### src/rtl/uart_receiver.sv
// uart_receiver: 8N1 receiver with alternating short/long bit periods feeding a first-word-fall-through FIFO; UART_RX_FRAMING_CHECK_EN enables stop-bit checking
module uart_receiver #(
  parameter int HALF_INTERVAL  = 520,
  parameter int INTERVAL_SHORT = 1041,
  parameter int INTERVAL_LONG  = 1042,
  parameter int FIFO_LOG2      = 4
) (
  input  logic       clk,
  input  logic       reset,
  input  logic       uart_rx,
  output logic [7:0] out_data,
  output logic       out_valid,
  input  logic       out_ready,
  output logic       overrun,
  output logic       frame_error
);
  localparam int CW = $clog2((INTERVAL_LONG > HALF_INTERVAL ? INTERVAL_LONG : HALF_INTERVAL) + 1);
  localparam int DEPTH = 1 << FIFO_LOG2;
  typedef enum logic [1:0] {IDLE, START, DATA, STOP} state_t;
  state_t state, state_n;
  logic rx_s, line_high, line_high_n, use_long, use_long_n;
  logic [CW-1:0] cnt, cnt_n;
  logic [2:0] idx, idx_n;
  logic [7:0] shift, shift_n;
  logic tick, stop_sample, stop_ok, push, pop, full, accept;
  logic [FIFO_LOG2:0] wptr, rptr;
  logic [7:0] mem [DEPTH];
  assign tick = cnt == '0;
  assign stop_sample = state == STOP && tick;
`ifdef UART_RX_FRAMING_CHECK_EN
  assign stop_ok = rx_s;
  // flag a stop bit that sampled low
  always_ff @(posedge clk) frame_error <= reset ? 1'b0 : stop_sample && !rx_s;
`else
  assign stop_ok = 1'b1;
  assign frame_error = 1'b0;
`endif
  assign push = stop_sample && stop_ok;
  assign full = (wptr ^ rptr) == {1'b1, {FIFO_LOG2{1'b0}}};
  assign out_valid = wptr != rptr;
  assign pop = out_valid && out_ready;
  assign accept = push && (!full || pop);
  assign out_data = out_valid ? mem[rptr[FIFO_LOG2-1:0]] : 8'h00;
  // next state, bit timing, alternating period select and LSB-first shift
  always_comb begin
    state_n = state;
    cnt_n = state == IDLE ? cnt : cnt - 1'b1;
    idx_n = idx;
    shift_n = shift;
    use_long_n = use_long;
    line_high_n = line_high;
    if (state == IDLE) begin
      line_high_n = line_high | rx_s;
      if (!rx_s && line_high) begin
        state_n = START;
        line_high_n = 1'b0;
        use_long_n = 1'b0;
        cnt_n = CW'(HALF_INTERVAL - 1);
      end
    end else if (tick) begin
      cnt_n = use_long ? CW'(INTERVAL_LONG - 1) : CW'(INTERVAL_SHORT - 1);
      use_long_n = !use_long;
      if (state == START) begin
        state_n = rx_s ? IDLE : DATA;
        idx_n = '0;
      end else if (state == DATA) begin
        shift_n = {rx_s, shift[7:1]};
        idx_n = idx + 1'b1;
        state_n = idx == 3'd7 ? STOP : DATA;
      end else begin
        state_n = IDLE;
      end
    end
  end
  // receiver state, input synchroniser and overrun pulse
  always_ff @(posedge clk) begin
    if (reset) begin
      state <= IDLE;
      rx_s <= 1'b1;
      line_high <= 1'b0;
      use_long <= 1'b0;
      cnt <= '0;
      idx <= '0;
      shift <= '0;
      overrun <= 1'b0;
    end else begin
      state <= state_n;
      rx_s <= uart_rx;
      line_high <= line_high_n;
      use_long <= use_long_n;
      cnt <= cnt_n;
      idx <= idx_n;
      shift <= shift_n;
      overrun <= push && full && !pop;
    end
  end
  // receive FIFO; a full FIFO still accepts when the head is popped in the same cycle
  always_ff @(posedge clk) begin
    if (reset) begin
      wptr <= '0;
      rptr <= '0;
    end else begin
      if (accept) begin
        mem[wptr[FIFO_LOG2-1:0]] <= shift;
        wptr <= wptr + 1'b1;
      end
      if (pop) rptr <= rptr + 1'b1;
    end
  end
endmodule

### config.mk
export PLATFORM = sky130hd
export DESIGN_NAME = uart_receiver
export DESIGN_NICKNAME = d
export VERILOG_FILES = /design/src/rtl/uart_receiver.sv
export SDC_FILE = /design/constraint.sdc
export NUM_CORES = 1
export LEC_CHECK = 0
export BUFFER_PORTS_ARGS = -buffer_cell sky130_fd_sc_hd__buf_2
export CAP_MARGIN = 10
export CORE_ASPECT_RATIO = 0.6
export CORE_UTILIZATION = 50
export CTS_CLUSTER_SIZE = 25
export DETAILED_ROUTE_END_ITERATION = 6
export PLACE_DENSITY = 0.67
export SLEW_MARGIN = 20
export SYNTH_ARGS = -nofsm -noshare
export SYNTH_HDL_FRONTEND = slang
export SYNTH_SLANG_ARGS = --single-unit
### constraint.sdc
create_clock -name clk -period 4.9 [get_ports clk]
set_clock_uncertainty 0.15 [all_clocks]
set_input_delay 0.49 -clock clk [delete_from_list [all_inputs] [get_ports clk]]
set_output_delay 0.49 -clock clk [all_outputs]
set_load 0.01 [all_outputs]
==> implementation parameters <==
Parameter                              Value

Logic synthesis
  Number of cells produced by synthesis    461
  Dominant cells by area after synthesis    sky130_fd_sc_hd__edfxtp_1 54%, sky130_fd_sc_hd__dfxtp_1 12%, sky130_fd_sc_hd__mux4_2 7.9%
  Fraction of registers with async set/reset    0
  Sequential cell area fraction in the yosys report    0.654
  Count of unique library cells instantiated by Yosys    50
  Area share of the largest cell type after synthesis    0.537
  Most frequently used flop master after synthesis    sky130_fd_sc_hd__edfxtp_1
  Count of synthesis-stage warnings from yosys    0
  Summed instance area of the synthesized netlist    slightly above 0.007 mm2
  Flops & latches, synth    170
  EDFF count, synth    roughly 130
  Top cell type by total area after synthesis    sky130_fd_sc_hd__edfxtp_1
  Syn_area_per_cell    between 15 and 20 um2
  Mapped Nets    478

Detailed routing
  Drt first-iter violations    382
  Final ANT Viol Nets    0
  Post-detailed-routing wire length    14,200 um
  Average detailed-routed wire length per instance    20.8 um
  Number of optimization iterations in the first detailed-route pass    7
  Number of design rule violations left after detail routing    0
  Vias per cell    5.70
  Via count    3,902

Power
  Clock share of power    0.391
  Worst vdd rail ir drop    0.000283 V
  Overall Power    about 3.3 mW
  Leakage dissipation    2.53 nW
  Cell-internal power    2.41 mW
  Power share of the sequential group    0.490
  Sw Ratio    0.275
  Combinational share of power    0.119
  Psw    between 0.9 and 1 mW
  Cell Pwr Density    417 mW/mm2

Clocking
  Post-cts repair resize count    0
  CTS clock-pin slew for the worst setup and hold paths    about 70 ps
  Insertion delay of the later-clocked pin in the worst-skew pair    430 ps
  CTS Buffer Depth    2
  Clk Tree Root Cell    sky130_fd_sc_hd__clkbuf_16
  Post-CTS setup repair buffer count    0
  Max H-tree Level    4
  Hold-fix buffers at CTS    0
  Clock tree from TritonCTS    built
  Number of buffers created by CTS    17
  Number of clock sinks seen by CTS    170

Floorplan
  Number of placement rows    33
  Placeable core region    0.0138 mm2
  Overall die width    156 um
  Io pins    15
  Starting density of the core    0.519
  Overall die area    0.0148 mm2
  Die Height    94.7 um

Placed design
  Port buffer count    13
  Total half-perimeter wirelength after legalization and detailed placement    9470 um
  Post-detailed-placement cell area    about 0.0074 mm2
  GP Congestion    0.790
  Number of cells in the design after placement    652

Global route
  Number of antenna violations at the first check in global routing    0
  Wire length of the first global-routing pass    approximately 22,000 um
  Via count of the first global-routing pass    between 3,000 and 4,000
  Global-route congestion overflow total    0
  Pin count of the biggest net entering global routing    35
  Overall fraction of global-route tracks in use    0.212

Timing
  Headroom to the max-slew limit    0.330
  Setup tns final    0 ps
  Endpoints failing setup    0
  Maximum frequency from static timing analysis    0.294 GHz
  Number of endpoints with negative hold slack in the final report    0
  Final cycle utilization of the critical path    0.695
  Number of max-slew violations in the final report    0
  Post-layout minimum cycle time    3400 ps
  Actual transition at the worst max-transition pin    1000 ps
  Unrepaired setup endpoints after global routing    no

Worst setup path
  Top fanout value on the critical path    34
  Capturing element type of the critical path    output pin
  Launching element type of the critical path    flip-flop
  Worst path arrival time    ~2800 ps
  Worst Path Required    4260 ps
  Category of the most critical setup path    flip-flop to output pin

Flow run
  Max-cap viol count    0

Worst hold path
  Class of the worst hold path    input pin to flip-flop

Cells and area
  Total non-filler cell area in the finished layout    roughly 0.008 mm2
  Most common cell after layout, fill and taps aside    sky130_fd_sc_hd__edfxtp_1
  Number of nets in the layout    496
  Share of cells above drive strength 1    0.224
  Antenna Diode Count    0
  Leading cell types in the layout, fill and taps excluded    128 x sky130_fd_sc_hd__edfxtp_1, 40 x sky130_fd_sc_hd__dfxtp_1, 32 x sky130_fd_sc_hd__nand2_1
  Final Non-Filler Cells    684
  Layout area overhead    11.3%

Outcome
  Result of the run    completed
cells by family after synthesis:
family | Yosys count | share of synthesized area
buffers and inverters | 31 | 0.0201
and+or+nand+nor | 111 | 0.0930
muxes | 66 | 0.139
DFF | 170 | 0.654
adders and majority gates | 13 | 0.0227
other | 1 | 0.000524
AOI/OAI and AO/OA | 56 | 0.0547
xor gates and xnor gates | 13 | 0.0159
synth_stat cells, drive strengths merged, types with 7 or more instances:
| master | n |
|---|---|
| edfxtp | 128 |
| dfxtp | 42 |
| nand2 | 33 |
| mux2i | 26 |
| mux4 | 25 |
| a21oi | 23 |
| nor2 | 21 |
| and2 | 15 |
| mux2 | 15 |
| ha | 13 |
| inv | 13 |
| buf | 12 |
| o21ai | 10 |
| nand4 | 8 |
| xor2 | 8 |
| a211oi | 7 |
| a221oi | 7 |
| nand3 | 7 |
| nor2b | 7 |
flip-flops by register name, summed over array words and instances, names as in the netlist, named ones only:
name       flops
use_long       1
wptr           5
cnt           11
mem          128
rx_s           1
state          2
overrun        1
rptr           5
idx            3
shift          8
line_high      1
routing by layer:
metal,vias up,global-route usage,wire length [um]
li1,1806,-,-
met1,1961,0.324,7080
met2,125,0.292,5980
met3,10,0.0560,1060
met4,0,0.0654,119
met5,-,0,0
per-stage QoR:
step	utilization	setup WS (ps)	hold slack [ps]
2_1_floorplan	-	2580	286
3_3_place_gp	0.536	1910	292
3_5_place_dp	0.536	1840	303
4_1_cts	0.578	1360	84.7
5_1_grt	0.578	1360	91.2
6_report	0.578	1500	97.2
power by group through the flow:
stage	logic, mW	registers (mW)	clock network (mW)
2_1_floorplan	0.323	1.64	0
3_3_place_gp	0.380	1.66	0
3_5_place_dp	0.390	1.66	0
4_1_cts	0.394	1.63	1.32
5_1_grt	0.437	1.64	1.37
6_report	0.397	1.63	1.30
critical path, stage by stage, from the launching register on:
cell                       delay [ps]
sky130_fd_sc_hd__dfxtp_2          980
sky130_fd_sc_hd__buf_4            330
sky130_fd_sc_hd__mux4_2           330
sky130_fd_sc_hd__and2_1           170
sky130_fd_sc_hd__a211oi_1         220
sky130_fd_sc_hd__a311oi_1         100
sky130_fd_sc_hd__buf_2            200
final timing paths:
check	start	endpoint	slack, ps	depth (start not counted)
max	flip-flop	out_data[2]	1500	6
min	uart_rx	rx_s$_SDFF_PP1_	100	2
max reg2reg	cnt[0]$_SDFF_PP0_	mem[5][0]$_DFFE_PP_	2200	6
min reg2reg	idx[2]$_SDFFE_PP0P_	idx[2]$_SDFFE_PP0P_	310	2
area by class of cell:
type	count	area, um2
Tap cell	192	240
Timing Repair Buffer	16	87.6
Fill cell	1065	5820
Sequential cell	170	4690
Multi-Input combinational cell	260	2330
Clock buffer	18	429
Clock inverter	14	143
Inverter	14	52.6
Power figures use the tool's default switching activity.
